## src/rtl/midi_msg_parser.sv

```systemverilog
// midi_msg_parser: MIDI channel-voice parser with running status, channel mask and SysEx skipping
module midi_msg_parser #(
    parameter bit RUNNING_STATUS = 1'b1,
    parameter bit HONOR_RESET    = 1'b1,
    parameter bit VEL0_IS_OFF    = 1'b1
) (
    input  logic        clk,
    input  logic        rst,
    input  logic [15:0] ch_mask,
    input  logic [7:0]  data,
    input  logic        dv,
    output logic        ev_valid,
    output logic [2:0]  ev_type,
    output logic [3:0]  ev_chan,
    output logic [6:0]  ev_d0,
    output logic [6:0]  ev_d1,
    output logic        sys_reset,
    output logic [1:0]  state
);
    localparam logic [1:0] S_IDLE  = 2'd0;
    localparam logic [1:0] S_DATA1 = 2'd1;
    localparam logic [1:0] S_DATA2 = 2'd2;
    localparam logic [1:0] S_SYSEX = 2'd3;

    logic [1:0] r_state;
    logic       r_rs_valid;
    logic [2:0] r_rs_type;
    logic [3:0] r_rs_chan;
    logic       r_en;
    logic [6:0] r_d0;
    logic       r_ev_valid;
    logic [2:0] r_ev_type;
    logic [3:0] r_ev_chan;
    logic [6:0] r_ev_d0;
    logic [6:0] r_ev_d1;
    logic       r_sys_reset;

    logic       w_data;
    logic       w_start;
    logic       w_fin2;
    logic       w_en1;
    logic       w_one;
    logic       w_emit;
    logic       w_chstat;
    logic       w_rst_byte;
    logic [6:0] w_d0;
    logic [6:0] w_d1;
    logic [2:0] w_type;

    // status nibble 0x8..0xE minus 8 is exactly the event type code
    always_comb begin
        w_data     = !data[7];
        w_start    = w_data && (r_state == S_DATA1 || (r_state == S_IDLE && RUNNING_STATUS && r_rs_valid));
        w_fin2     = w_data && r_state == S_DATA2;
        w_en1      = r_state == S_IDLE ? ch_mask[r_rs_chan] : r_en;
        w_one      = r_rs_type == 3'd4 || r_rs_type == 3'd5;
        w_emit     = (w_start && w_one && w_en1) || (w_fin2 && r_en);
        w_chstat   = data[7] && data[7:4] != 4'hF;
        w_rst_byte = HONOR_RESET && data == 8'hFF;
        w_d0       = w_start ? data[6:0] : r_d0;
        w_d1       = w_fin2 ? data[6:0] : 7'd0;
        w_type     = (VEL0_IS_OFF && r_rs_type == 3'd1 && w_d1 == 7'd0) ? 3'd0 : r_rs_type;
    end

    always_ff @(posedge clk) begin
        if (rst) begin
            r_state     <= S_IDLE;
            r_rs_valid  <= 1'b0;
            r_rs_type   <= 3'd0;
            r_rs_chan   <= 4'd0;
            r_en        <= 1'b0;
            r_d0        <= 7'd0;
            r_ev_valid  <= 1'b0;
            r_ev_type   <= 3'd0;
            r_ev_chan   <= 4'd0;
            r_ev_d0     <= 7'd0;
            r_ev_d1     <= 7'd0;
            r_sys_reset <= 1'b0;
        end else begin
            r_ev_valid  <= 1'b0;
            r_sys_reset <= 1'b0;
            if (dv) begin
                if (w_emit) begin
                    r_ev_valid <= 1'b1;
                    r_ev_type  <= w_type;
                    r_ev_chan  <= r_rs_chan;
                    r_ev_d0    <= w_d0;
                    r_ev_d1    <= w_d1;
                end
                if (w_start) begin
                    r_d0    <= data[6:0];
                    r_en    <= w_en1;
                    r_state <= w_one ? S_IDLE : S_DATA2;
                end else if (w_fin2) begin
                    r_state <= S_IDLE;
                end else if (w_chstat) begin
                    r_rs_valid <= 1'b1;
                    r_rs_type  <= data[6:4];
                    r_rs_chan  <= data[3:0];
                    r_en       <= ch_mask[data[3:0]];
                    r_state    <= S_DATA1;
                end else if (w_rst_byte) begin
                    r_rs_valid  <= 1'b0;
                    r_state     <= S_IDLE;
                    r_sys_reset <= 1'b1;
                end else if (data == 8'hF0) begin
                    r_rs_valid <= 1'b0;
                    r_state    <= S_SYSEX;
                end else if (data[7:3] == 5'b11110) begin
                    r_rs_valid <= 1'b0;
                    r_state    <= S_IDLE;
                end
            end
        end
    end

    assign ev_valid  = r_ev_valid;
    assign ev_type   = r_ev_type;
    assign ev_chan   = r_ev_chan;
    assign ev_d0     = r_ev_d0;
    assign ev_d1     = r_ev_d1;
    assign sys_reset = r_sys_reset;
    assign state     = r_state;
endmodule

```

## config.mk

```make
export PLATFORM = sky130hd
export DESIGN_NAME = midi_msg_parser
export DESIGN_NICKNAME = d
export VERILOG_FILES = /design/src/rtl/midi_msg_parser.sv
export SDC_FILE = /design/constraint.sdc
export NUM_CORES = 1
export LEC_CHECK = 0
export BUFFER_PORTS_ARGS = -buffer_cell sky130_fd_sc_hd__buf_2
export CAP_MARGIN = 20
export CORE_MARGIN = 5
export CORE_UTILIZATION = 30
export DETAILED_ROUTE_END_ITERATION = 16
export PLACE_DENSITY = 0.58
export SETUP_SLACK_MARGIN = 0.02
export SLEW_MARGIN = 20
export SYNTH_ARGS = -nofsm -noshare
export SYNTH_HDL_FRONTEND = slang
export SYNTH_SLANG_ARGS = --single-unit
```

## constraint.sdc

```tcl
create_clock -name clk -period 2.2 [get_ports clk]
set_input_delay 0.44 -clock clk [delete_from_list [all_inputs] [get_ports clk]]
set_output_delay 0.44 -clock clk [all_outputs]
set_load 0.01 [all_outputs]
```

==> results of run 1 <==
## critical path, cell delays in order, from the launching register on
cell and delay (ns):
dfxtp_4 0.39, mux2i_1 0.12, mux4_2 0.50, a2111oi_4 0.40
a21oi_2 0.14, buf_12 0.16, mux2_4 0.29
## power breakdown
| part | leakage (µW) | total (µW) | internal (µW) | switching [µW] |
|---|---|---|---|---|
| Sequential | 0.000333 | 773 | 757 | 16.9 |
| Clock | 0.0000574 | 638 | 369 | 269 |
| Combinational | 0.000767 | 214 | 97.4 | 117 |
| Total | 0.00116 | 1630 | 1220 | 403 |
## final cells by class
type | instances | area share [%]
clock buffers | 6 | 3.159
flip-flops and latches | 41 | 31.55
clock inverters | 2 | 1.436
well taps | 96 | 4.595
repair buffers | 63 | 13.83
inverters | 2 | 0.2872
multi-input cells | 154 | 45.14
## final timing paths
path,start,endpoint,slack [ns],cells past startpoint
hold / removal,ev_chan[2],ev_chan[2],0.46,2
setup reg to reg,r_rs_chan[1],ev_d0[6],0.08,6
setup / recovery,r_rs_chan[1],ev_d0[6],0.08,6
hold reg to reg,ev_chan[2],ev_chan[2],0.46,2
## what timing repair did
action,4_1_cts,5_1_grt
setup buffers,0,1
setup endpoints to repair,5,14
gates cloned,0,0
resized for setup,1,2
endpoints found under the hold margin,0,0
pin swaps,0,5
## through the flow
stage                     instance area [µm²]  util [%]
after floorplan                          2095         -
after global placement                   2499     36.78
after detailed placement                 2499     36.78
after CTS                                2623     38.60
after global routing                     2614     38.47
final                                    2614     38.47
## flip-flops by register name, indices dropped and copies added (netlist names)
register	flops
r_d0	7
r_rs_chan	4
r_rs_type	3
ev_d0	7
ev_d1	7
ev_valid	1
ev_chan	4
state	2
ev_type	3
r_rs_valid	1
r_en	1
sys_reset	1
## per-layer routing
layer / track usage, % / share of wire, %
met1: 18.14 / 49
met2: 19.59 / 46
met3: 2.896 / 4.4
met4: 3.730 / 1.2
met5: 0 / 0
## kinds of logic (layout without fill, tap and decap cells)
| group | after synthesis | in the layout | share of synthesized area [%] |
|---|---|---|---|
| AOI/OAI and AO/OA | 40 | 40 | 14.46 |
| DFF | 41 | 41 | 39.19 |
| buffers and inverters | 17 | 73 | 4.480 |
| and+or+nand+nor | 68 | 68 | 14.76 |
| muxes | 46 | 46 | 27.12 |
## cell usage in the layout, fill, tap and decap left out, drive strengths merged
cell type	Yosys	routed
o31ai	1	1
dfxtp	41	41
or2b	1	1
nor2b	9	9
mux4	6	6
a21o	2	2
mux2i	32	32
o21bai	1	1
nor2	20	20
o21ai	8	8
clkbuf	11	6
clkinvlp	0	1
inv	1	1
a21boi	1	1
a21oi	12	12
a311oi	1	1
a32o	8	8
a31oi	1	1
a41oi	1	1
and2	3	3
bufinv	0	1
clkinv	1	1
nor3	2	2
nand2	25	25
a211oi	1	1
o311ai	1	1
nand2b	1	1
buf	4	63
a2bb2oi	1	1
mux2	8	8
nand3	3	3
nor4	3	3
nand4	1	1
a2111oi	1	1
==> impl_results.md, run 1 <==
- Tot GR Track Use: 12.86%
- Core area: 6794 µm²
- Pwr/cell area: roughly 620 nW/µm²
- Data arrival, critical path: ~2.3 ns
- Skew final: ~0.0056 ns
- RSZ-0062 raised after global routing: true
- Fillers: 700
- MaxCap Viol Count: 0
- Post-synth top area share: 39.19%
- Critical path capture point type: register
- Final WS setup: around 0.077 ns
- CTS tree: built
- Dpl cells: approximately 360
- Final nets: 294
- Leak Pwr: 0.001157 µW
- Total gr overflow: 0
- Antenna viol nets, final: 0
- Post-Place Setup Slack: around 0.017 ns
- Synth Cell Area: 2095 µm²
- Area Overhead vs Synth: 24.79%
- Slew HR: 30.18%
- Initial antenna violation count: 0
- Share of cells above drive strength 1: a little over a third
- Worst Tran Pin Value: between 1 and 1.5 ns
- Multi-input gate area in the final layout: approximately 1200 µm²
- Vias in the first global route: 1708
- Count leader, synth: dfxtp_1
- Clk_lat worst skew: ~0.30 ns
- Final Cycle Share: a little over nine tenths
- Hold_ws: 0.4629 ns
- Post-synth net total: ~240
- Htree depth: 2
- Setup TNS: 0 ns
- Sequential element share of the synthesized area: around two fifths
- Initial Util: 30.83%
- Unique masters post-synth: 35
- Reg clk slew, reported paths: 0.08 ns
- Yosys top cell by area: dfxtp_1
- Crit start category: register
- CTS hold repair buffers: 0
- Wire per inst: between 10 and 15 µm
- Post-synthesis cell count: around 210
- Placer Congestion: ~0.82
- Top_reg_cell synth: dfxtp_1
- Final Hold Vio Count: 0
- Post-synth EDFFs: 0
- Worst min-delay path class: reg2reg
- Initial DRC Count: roughly 130
- Clock Sink Count: between 40 and 50
- Port bufs: around 50
- Post-synth ARST share: 0%
- Final WL: 5412 µm
- Tot Pwr: between 1500 and 2000 µW
- Critical path class: reg2reg
- Antenna cells: 0
- CP max FO: 8
- Via count: 1785
- Row Count: 30
- Min Tclk post-route: roughly 2.1 ns
- CP required: 2.39 ns
- CTS Buf Count: 5
- Synth area leaders: dfxtp_1 (39%), mux2i_1 (15%), mux4_2 (6.5%)
- Post-route DRC: 0
- I/O pin count: 52
- IR drop worst, VDD: roughly 0.00026 V
- DP HPWL: roughly 4000 µm
- Clk root buf: clkbuf_8
- Slew Limit Fails: 0
- CTS Buffer Depth: 2
- Yosys reg bits: about 40
- Top cells by count, synth: dfxtp_1 (41), mux2i_1 (32), nand2_1 (25), nor2_1 (20)
- Total die area: around 8800 µm²
- Outcome: complete, no violations
- # setup viols final: 0
- Synth warn: 0
- TritonRoute pass-1 iters: 4
- Register area: a little over 800 µm²
- Vias per inst: 4.904
- F_max: about 470 MHz
- Fin cells: around 360
- Die W: slightly above 90 µm
- First-pass GRT wire length: between 8000 and 9000 µm
- Die Span Y: just over 90 µm
- Pin count of the biggest net entering global routing: 26
- Syn Area/Cell: ~10 µm²
Power figures use the tool's default switching activity.
==> run 2: changes to the inputs <==
--- a/config.mk
+++ b/config.mk
@@ -10,8 +10,6 @@
 export CORE_MARGIN = 5
 export CORE_UTILIZATION = 30
 export DETAILED_ROUTE_END_ITERATION = 16
-export PLACE_DENSITY = 0.58
-export SETUP_SLACK_MARGIN = 0.02
 export SLEW_MARGIN = 20
 export SYNTH_ARGS = -nofsm -noshare
 export SYNTH_HDL_FRONTEND = slang
==> impl_results.md, run 2 (synthesis results as in run 1) <==
- Vias in the first global route: 1721 (+0.76%)
- F_max: 464.3 MHz (-1.4%)
- Tot GR Track Use: 12.58% (-0.28 points)
- RSZ-0062 raised after global routing: true
- Total gr overflow: 0 (unchanged)
- CP Depth: 7 (+1)
- Pin count of the biggest net entering global routing: 22 (-15%)
- Final nets: 294 (unchanged)
- Skew final: 0.006310 ns (+0.0006959 ns)
- Post-route DRC: 0 (unchanged)
- Leak Pwr: 0.001160 µW (+0.26%)
- P_sw: 387.5 µW (-3.9%)
- Clk_lat worst skew: 0.29 ns (about the same)
- Crit start category: register
- Total die area: 8753 µm² (unchanged)
- Final WS setup: 0.04626 ns (-0.03067 ns)
- Initial antenna violation count: 0 (unchanged)
- # setup viols final: 0 (unchanged)
- Share of cells above drive strength 1: 34.33% (-0.37 points)
- Critical Path Max Stage Delay: 0.50 ns (about the same)
- Htree depth: 2 (unchanged)
- Row Count: 30 (unchanged)
- Core area: 6794 µm² (unchanged)
- Via count: 1792 (+0.39%)
- Die W: 93.56 µm (unchanged)
- Final Cycle Share: 97.90% (+1.4 points)
- DP HPWL: 3943 µm (-2.3%)
- Dpl cells: 356 (unchanged)
- Clock Sink Count: 41 (unchanged)
- Final instance area: 2616 µm² (about the same)
- Post-Place Setup Slack: 0.007999 ns (-0.009471 ns)
- Reg clk slew, reported paths: 0.08 ns (about the same)
- Combinational power share: 13.6% (+0.4 points)
- Die Span Y: 93.56 µm (unchanged)
- IR drop worst, VDD: 0.0003493 V (+36%)
- Worst path bufs/invs: 2 (+1)
- Setup bufs post-CTS: 0 (unchanged)
- Wire per inst: 14.56 µm (-2.1%)
- RR Startpoint: r_rs_chan[1]
- Min Tclk post-route: 2.154 ns (+0.03067 ns)
- Initial DRC Count: 128 (-3.0%)
- Hold path depth: 2 (unchanged)
- CP max FO: 21 (+13)
- RR Endpoint: ev_d0[6]
- Hold_ws: 0.4623 ns (-0.0005370 ns)
- Worst Tran Pin Value: 0.5574 ns (-0.4804 ns)
- Antenna viol nets, final: 0 (unchanged)
- Fin cells: 364 (unchanged)
- First-pass GRT wire length: 8756 µm (-1.3%)
- Worst R2R Path Depth: 7 (+1)
- Clk root buf: clkbuf_8
- Area Overhead vs Synth: 24.91% (about the same)
- Reg power frac: 47.8% (+0.2 points)
- CTS hold repair buffers: 0 (unchanged)
- Crit-path cells: buf_12 -> mux2i_1 -> mux4_2 -> a2111oi_4 -> a21oi_2 -> buf_12 -> mux2_4
- Data arrival, critical path: 2.34 ns (+0.03 ns)
- Critical path class: reg2reg
- Antenna cells: 0 (unchanged)
- TritonRoute pass-1 iters: 4 (unchanged)
- Vias per inst: 4.923 (+0.39%)
- Commonest non-fill, non-tap cells in the layout: buf_2 (51), dfxtp_1 (40), mux2i_1 (32), nand2_1 (25), nor2_1 (20)
- Initial Util: 30.83% (unchanged)
- Outcome: complete, no violations
- CTS Buf Count: 5 (unchanged)
- Hold path endpoint: ev_chan[2]
- Final Hold Vio Count: 0 (unchanged)
- Most frequent CP cell: buf_12
- CTS Buffer Depth: 2 (unchanged)
- Slew Limit Fails: 0 (unchanged)
- Worst path slowest cell: mux4_2
- Slew HR: 62.76% (+33 points)
- Sw frac: 24.00% (-0.80 points)
- CP required: 2.38 ns (about the same)
- Tot Pwr: 1615 µW (-0.71%)
- CTS tree: built
- MaxCap Viol Count: 0 (unchanged)
- Final WL: 5299 µm (-2.1%)
- CP delay by family, top: multiplexers
- I/O pin count: 52 (unchanged)
- Placer Congestion: 0.8051 (-1.6%)
- Worst min-delay path class: reg2reg
- Internal power: 1227 µW (+0.35%)
- Critical path capture point type: register
- DP Area: 2499 µm² (unchanged)
- HP Start: ev_chan[2]
- Clk pwr share: 38.6% (-0.7 points)
- Commonest non-fill, non-tap cell in the layout: buf_2
- Port bufs: 51 (unchanged)
- Pwr/cell area: 617.2 nW/µm² (-0.80%)
- Register-to-register setup slack: 0.05 ns (-0.03 ns)
==> run 2: changes by cell type in the layout (fill, tap and decap cells not counted), sizes merged <==
cell and delta:
clkinvlp -1, clkbuf +1
==> run 2: cell type report <==
| cell class | instances | area [µm²] |
|---|---|---|
| multi-input cells | 154 | 1180 |
| clock inverters | 1 | 30.03 |
| fillers | 687 | 4178 |
| repair buffers | 63 | 370.4 |
| inverters | 2 | 7.507 |
| well taps | 96 | 120.1 |
| clock buffers | 7 | 86.33 |
| flip-flops and latches | 41 | 822.0 |
==> run 2: timing repair <==
item,in CTS,in global routing
setup endpoints to repair,0,6
gates resized for setup,0,1
hold endpoints to repair,0,0
==> run 2: how the worst max path moves through the flow <==
| stage | startpoint | end | slack (ns) |
|---|---|---|---|
| 2_1_floorplan | r_rs_chan[1] | ev_d0[0] | 0.13 |
| 3_3_place_gp | ch_mask[7] | ev_d0[6] | 0.04 |
| 3_5_place_dp | ch_mask[7] | ev_d0[6] | 0.008 |
| 4_1_cts | r_rs_chan[1] | ev_d0[6] | 0.03 |
| 5_1_grt | r_rs_chan[1] | ev_d0[5] | -0.01 |
| 6_report | r_rs_chan[1] | ev_d0[6] | 0.05 |
==> run 2: metrics by stage <==
stage	setup TNS, ns	util [%]
final	0	38.51
after global routing	-0.03183	38.51
after CTS	0	38.49
after detailed placement	0	36.78
after global placement	0	36.78
after floorplan	0	-
==> run 2: per-layer routing <==
metal	wire length, µm	track usage, %	vias to the layer above
met5	0	0	-
met4	57	3.610	0
met3	262	2.574	6
met2	2482	20.19	38
met1	2496	17.07	863
li1	-	-	885
==> run 2: tightest hold or removal path: stages (launching register included) <==
cell and delay (ns):
dfxtp_1 0.32, nand2_1 0.05, mux2i_1 0.05
==> run 2: power groups by stage <==
| stage | clock [µW] | sequential [µW] | combinational [µW] |
|---|---|---|---|
| 2_1_floorplan | 0 | 786 | 141 |
| 3_3_place_gp | 0 | 789 | 217 |
| 3_5_place_dp | 0 | 789 | 219 |
| 4_1_cts | 647 | 771 | 220 |
| 5_1_grt | 685 | 774 | 241 |
| 6_report | 624 | 772 | 220 |
